`config.mk`:
```
export PLATFORM = sky130hd
export DESIGN_NAME = spectrum_video_fetch
export DESIGN_NICKNAME = d
export VERILOG_FILES = /design/src/rtl/spectrum_video_fetch.sv
export SDC_FILE = /design/constraint.sdc
export NUM_CORES = 1
export LEC_CHECK = 0
export ABC_AREA = 1
export ABC_CLOCK_PERIOD_IN_PS = 1800
export CAP_MARGIN = 20
export CORE_ASPECT_RATIO = 1.1
export CORE_MARGIN = 2
export CORE_UTILIZATION = 41
export DETAILED_ROUTE_END_ITERATION = 10
export GPL_ROUTABILITY_DRIVEN = 0
export PLACE_DENSITY = 0.85
export SETUP_SLACK_MARGIN = 0.4
export SYNTH_ARGS = -nofsm -noshare
export SYNTH_HDL_FRONTEND = slang
export SYNTH_SLANG_ARGS = --single-unit
```
`constraint.sdc`:
```
create_clock -name clk -period 1.8 [get_ports clk]
set_input_delay 0.18 -clock clk [delete_from_list [all_inputs] [get_ports clk]]
set_output_delay 0.18 -clock clk [all_outputs]
set_load 0.02 [all_outputs]
```
`src/rtl/spectrum_video_fetch.sv`:
```
// ZX Spectrum screen fetch, attribute colouring and border for an RGB565 LCD.
// Optional `SCALE2X_EN doubles every Spectrum pixel to 2x2 (512x384 window).
module spectrum_video_fetch #(
  parameter logic [10:0] H_START = 11'd144,
  parameter logic [9:0]  V_START = 10'd48
) (
  input  logic        clk,
  input  logic        reset,
  input  logic        pix_ce,
  input  logic [10:0] hcnt,
  input  logic [9:0]  vcnt,
  input  logic        de,
  input  logic [2:0]  border,
  output logic [12:0] ram_addr,
  output logic        ram_re,
  input  logic [7:0]  ram_pix,
  input  logic [7:0]  ram_attr,
  output logic [4:0]  lcd_r,
  output logic [5:0]  lcd_g,
  output logic [4:0]  lcd_b,
  output logic        frame_int
);

`ifdef SCALE2X_EN
  localparam int SH = 1;
`else
  localparam int SH = 0;
`endif

  localparam logic [10:0] WIN_W  = 11'(256 << SH);
  localparam logic [10:0] WIN_H  = 11'(192 << SH);
  localparam logic [10:0] CELL_M = 11'((8 << SH) - 1);
  localparam logic [10:0] FET_PH = 11'((8 << SH) - 2);
  localparam logic [10:0] F_OFF  = 11'(2 << SH);
  localparam int          COL_SH = 3 + SH;

  logic [7:0]  shift_q, shift_d;
  logic [7:0]  attr_q, attr_d;
  logic [4:0]  flash_q, flash_d;
  logic [2:0]  border_q, border_d;
  logic        re_q, re_d;
  logic [15:0] rgb_q, rgb_d;

  logic [10:0] wx, wy, phase, fr, colv, yv;
  logic        hwin, vwin, fetch, load, sh_tick, frame_start;
  logic [4:0]  col;
  logic [7:0]  y;
  logic        on;
  logic [2:0]  idx, bcol;
  logic [4:0]  lvl_rb;
  logic [5:0]  lvl_g;
  logic [15:0] pix_rgb, brd_rgb;
  logic        unused_bits;

  assign wx    = hcnt - H_START;
  assign wy    = {1'b0, vcnt} - {1'b0, V_START};
  assign hwin  = wx < WIN_W;
  assign vwin  = wy < WIN_H;
  assign phase = wx & CELL_M;
  assign fr    = wx + F_OFF;

  // Next cell starts two ticks after the fetch slot.
  assign colv  = (wx + 11'd2) >> COL_SH;
  assign yv    = wy >> SH;
  assign col   = colv[4:0];
  assign y     = yv[7:0];
  assign unused_bits = ^{colv[10:5], yv[10:8]};

  assign fetch = vwin & (fr < WIN_W) & (phase == FET_PH);
  assign ram_re = fetch & pix_ce & ~reset;
  assign ram_addr = ram_re ? {y[7:6], y[2:0], y[5:3], col} : 13'd0;

  assign frame_start = (hcnt == 11'd0) & (vcnt == 10'd0);
  assign frame_int   = frame_start & pix_ce & ~reset;

  // Capture only data that was actually requested on the previous tick.
  assign load    = pix_ce & re_q & (phase == CELL_M);
  assign sh_tick = (SH == 0) ? 1'b1 : wx[0];

  assign on     = shift_q[7] ^ (attr_q[7] & flash_q[4]);
  assign idx    = on ? attr_q[2:0] : attr_q[5:3];
  assign lvl_rb = attr_q[6] ? 5'h1F : 5'h17;
  assign lvl_g  = attr_q[6] ? 6'h3F : 6'h2F;
  assign pix_rgb = {idx[1] ? lvl_rb : 5'h0,
                    idx[2] ? lvl_g  : 6'h0,
                    idx[0] ? lvl_rb : 5'h0};

  assign bcol    = (hcnt == 11'd0) ? border : border_q;
  assign brd_rgb = {bcol[1] ? 5'h17 : 5'h0,
                    bcol[2] ? 6'h2F : 6'h0,
                    bcol[0] ? 5'h17 : 5'h0};

  // Next-state: fetch tracking, shifter, flash counter and colour output.
  always_comb begin
    shift_d  = shift_q;
    attr_d   = attr_q;
    flash_d  = flash_q;
    border_d = border_q;
    re_d     = re_q;
    rgb_d    = rgb_q;
    if (pix_ce) begin
      re_d = ram_re;
      if (hcnt == 11'd0) border_d = border;
      if (frame_start) flash_d = flash_q + 5'd1;
      if (load) begin
        shift_d = ram_pix;
        attr_d  = ram_attr;
      end else if (sh_tick) begin
        shift_d = {shift_q[6:0], 1'b0};
      end
      if (!de) rgb_d = 16'h0;
      else if (hwin && vwin) rgb_d = pix_rgb;
      else rgb_d = brd_rgb;
    end
  end

  // State registers.
  always_ff @(posedge clk or posedge reset) begin
    if (reset) begin
      shift_q  <= 8'h0;
      attr_q   <= 8'h0;
      flash_q  <= 5'h0;
      border_q <= 3'h0;
      re_q     <= 1'b0;
      rgb_q    <= 16'h0;
    end else begin
      shift_q  <= shift_d;
      attr_q   <= attr_d;
      flash_q  <= flash_d;
      border_q <= border_d;
      re_q     <= re_d;
      rgb_q    <= rgb_d;
    end
  end

  assign lcd_r = rgb_q[15:11];
  assign lcd_g = rgb_q[10:5];
  assign lcd_b = rgb_q[4:0];

endmodule

```
==> results of run 1 <==
-- cell type report --
class                   instances  area, um^2
multi-input cells             224        1460
repair buffers                151        1370
fillers                       309        1020
flip-flops and latches         31         776
inverters                      48         204
clock buffers                   7        96.3
well taps                      58        72.6
clock inverters                 1        7.51
-- power groups by stage --
| stage | Clock (mW) | Sequential [mW] | Combinational, mW |
|---|---|---|---|
| 2_1_floorplan | 0 | 0.753 | 0.232 |
| 3_5_place_dp | 0 | 0.745 | 0.509 |
| 6_report | 0.632 | 0.733 | 0.615 |
| 4_1_cts | 0.635 | 0.731 | 0.532 |
| 5_1_grt | 0.664 | 0.735 | 0.653 |
| 3_3_place_gp | 0 | 0.744 | 0.494 |
-- layer usage --
layer / vias up / GRT usage, % / routed length, um / part of all wire, %
met5: - / 0 / 0 / 0
met4: 0 / 16.3 / 590 / 6.5
met3: 63 / 4.57 / 559 / 6.2
met2: 176 / 51.1 / 4660 / 52
met1: 1343 / 30.1 / 3230 / 36
li1: 1264 / - / - / -
-- cells in the mapped netlist, drive strengths merged --
master / count
a21oi: 5
buf: 11
clkbuf: 5
clkinv: 1
dfrtp: 31
ha: 5
inv: 47
nand2: 96
nand3: 30
nand4: 5
nor2: 41
nor3: 1
nor4: 1
o21ai: 30
xnor2: 5
xor2: 5
-- critical path: cells and delay by family --
family | cells | cell delay [ns]
adders and majority gates | 1 | 0.20
buffers and inverters | 4 | 0.46
and+or+nand+nor | 10 | 0.90
-- sequential cells by signal, indices dropped and copies added (netlist names) --
| register | count |
|---|---|
| re_q | 1 |
| flash_q | 5 |
| attr_q | 8 |
| border_q | 3 |
| shift_q | 8 |
| rgb_q | 6 |
-- repair_timing --
item,in CTS,in global routing
pin swaps,28,31
setup endpoints to repair,53,30
gates resized for setup,213,68
hold buffers,0,0
setup buffers,18,5
-- worst max path at each step --
stage          startpoint           end  slack, ns  depth (start not counted)
2_1_floorplan       reset  ram_addr[10]       0.26                          8
3_3_place_gp      hcnt[4]   ram_addr[3]      -0.85                         14
3_5_place_dp      hcnt[4]   ram_addr[0]      -0.94                         13
4_1_cts           hcnt[5]   ram_addr[1]       0.03                         13
5_1_grt           hcnt[4]   ram_addr[3]      -0.14                         15
6_report          hcnt[4]   ram_addr[3]       -0.1                         15
-- placed cells by master (no fill, tap or decap), types with 15 or more instances in the layout --
| cell | instances |
|---|---|
| clkdlybuf4s50_1 | 20 |
| buf_4 | 63 |
| nor2_4 | 22 |
| nand3_1 | 24 |
| nand2_1 | 77 |
| inv_1 | 32 |
| dfrtp_1 | 31 |
| dlygate4sd2_1 | 23 |
| nor2_1 | 15 |
| nand2_2 | 15 |
| buf_6 | 30 |
| o21ai_0 | 24 |
-- through the flow --
| stage | cells | hold WS (ns) | TNS, ns | cell area (um^2) |
|---|---|---|---|---|
| after detailed placement | 489 | 0.460 | -15.82 | 3390 |
| after floorplan | 319 | 0.106 | 0 | 2270 |
| after CTS | 515 | 0.408 | 0 | 3760 |
| after global placement | 489 | 0.451 | -14.23 | 3390 |
| final | 520 | 0.0771 | -1.05 | 3980 |
| after global routing | 520 | 0.117 | -1.67 | 3980 |
-- logic make-up (layout without fill, tap and decap cells) --
| family | after synthesis | in the layout | synth area share, % |
|---|---|---|---|
| and+or+nand+nor | 174 | 174 | 34.3 |
| buffers and inverters | 64 | 207 | 13.6 |
| AOI/OAI and AO/OA | 35 | 35 | 8.29 |
| DFF | 31 | 31 | 36.7 |
| xor gates and xnor gates | 10 | 10 | 4.15 |
| adders and majority gates | 5 | 5 | 2.96 |
==> metrics, run 1 <==
sequential cell area fraction in the yosys report=36.7%; Synth Net Count=between 300 and 400; die width=approximately 72 um; leakage=slightly above 2 nW; share of cells above drive strength 1=approximately two fifths; Wirelength per Cell=about 17 um; switching fraction of total power=approximately a third; Worst IR Drop VDD=0.000705 V; antenna diode instance count=0; relative max-transition margin=between 70% and 80%; fmax=0.526 GHz; Pwr Total=slightly below 2 mW; number of global-route vias before repair=~2800; post-detailed-placement half-perimeter wirelength=approximately 4800 um; remaining global-route overflow=0; Finish-stage setup viols=14; run status=complete, but fails checks; Synth cell types=21; critical path cell sequence=buf_8 -> inv_8 -> ha_4 -> nand2_4 -> nand2_4 -> nand2_1 -> nand2_1 -> nand2_2 -> nor2_1 -> nand2_1 -> nand2_2 -> nand3_4 -> buf_8 -> nor2_4 -> buf_6; RSZ-0062 raised after global routing=yes; register share of total power=roughly 37%; Final #Nets=between 500 and 600; Top-Level Pins=75; NetSw=about 0.63 mW; cell types with the largest area share after synthesis=dfrtp_1, nand2_1, inv_1; path class of the lowest-slack min-delay path=in -> async; detailed-route DRC error count=0; via count=approximately 2800; count of cells along the worst register-to-register path=8; post-layout utilization of the core=between 70% and 80%; Maximum Capacitance Violations=0; die span in y=roughly 80 um; Placement Setup Slack=-0.940 ns; combinational power share=between 30% and 40%; share of the clock period used by the worst path=106%; Crit Path Class=in -> out; Worst Max-Slew Pin Slew=about 0.39 ns; CP Capture Type=output pin; worst r2r src=flash_q[4]$_DFFE_PP0P_; antenna violations before repair=0; Worst-path clk slew=~0.08 ns; Core Region=about 5000 um^2; TritonCTS clock tree=yes; number of CTS-inserted buffers=5; iteration count of the initial detailed-routing pass=5; post-detailed-routing wire length=around 9000 um; # H-tree levels=2; overall routing resource usage=28.1%; biggest cell delay along the critical path=~0.2 ns; area fraction of the dominant cell type after synthesis=36.7%; Max Root-Sink Buffers=2; Fin Clk Skew=0.00949 ns; max-slew violation count=0; data required time at the worst endpoint=between 1.5 and 2 ns; number of nets still failing antenna checks after routing=0; worst setup margin=-0.0996 ns; Rows=27; final hold violations=0; post-synthesis cell type with the largest combined area=dfrtp_1; Worst R2R End=rgb_q[13]$_DFFE_PP0P_; Gate Count Post-Synth=around 320; power per cell area=497 nW/um^2; first-pass GRT wire length=roughly 13000 um; pin count of the biggest net entering global routing=32; violations in the final reports=setup timing; die outline area=about 5700 um^2; internal power=between 1 and 1.5 mW; starting utilization of the core area=around 42%; total standard cell area after synthesis=2110 um^2; number of synthesis warnings=0; Post-Syn Area per Cell=6.62 um^2; number of sinks driven by the clock tree=31; arrival time of data at the critical path endpoint=1.72 ns; highest-delay cell along the critical path=ha_4; number of I/O port buffers=74; Vias per Instance=between 5 and 6; largest driver fanout on the critical path=5; most common cell type on the critical path=nand2_1; clock latency on the worst-skew pair=slightly below 0.3 ns; area delta synth->final=88.5%; buffer cell driving the clock tree root=clkbuf_8; startpoint types=input port; Seq cells post-synth=31; part of the total power dissipated in the clock network=between 30% and 40%; worst reg2reg setup slack=approximately 0.44 ns; fin crit period=between 1.5 and 2 ns; DRC marker count from the first detailed-route iteration=about 180
(Power assumes the default switching activity.)
==> inputs of run 2 (changes only) <==
--- a/config.mk
+++ b/config.mk
@@ -11,6 +11,7 @@
 export CORE_ASPECT_RATIO = 1.1
 export CORE_MARGIN = 2
 export CORE_UTILIZATION = 41
+export CTS_CLUSTER_DIAMETER = 100
 export DETAILED_ROUTE_END_ITERATION = 10
 export GPL_ROUTABILITY_DRIVEN = 0
 export PLACE_DENSITY = 0.85
==> results of run 2 <==
Final layout, timing and power as in run 1 (identical DEF).
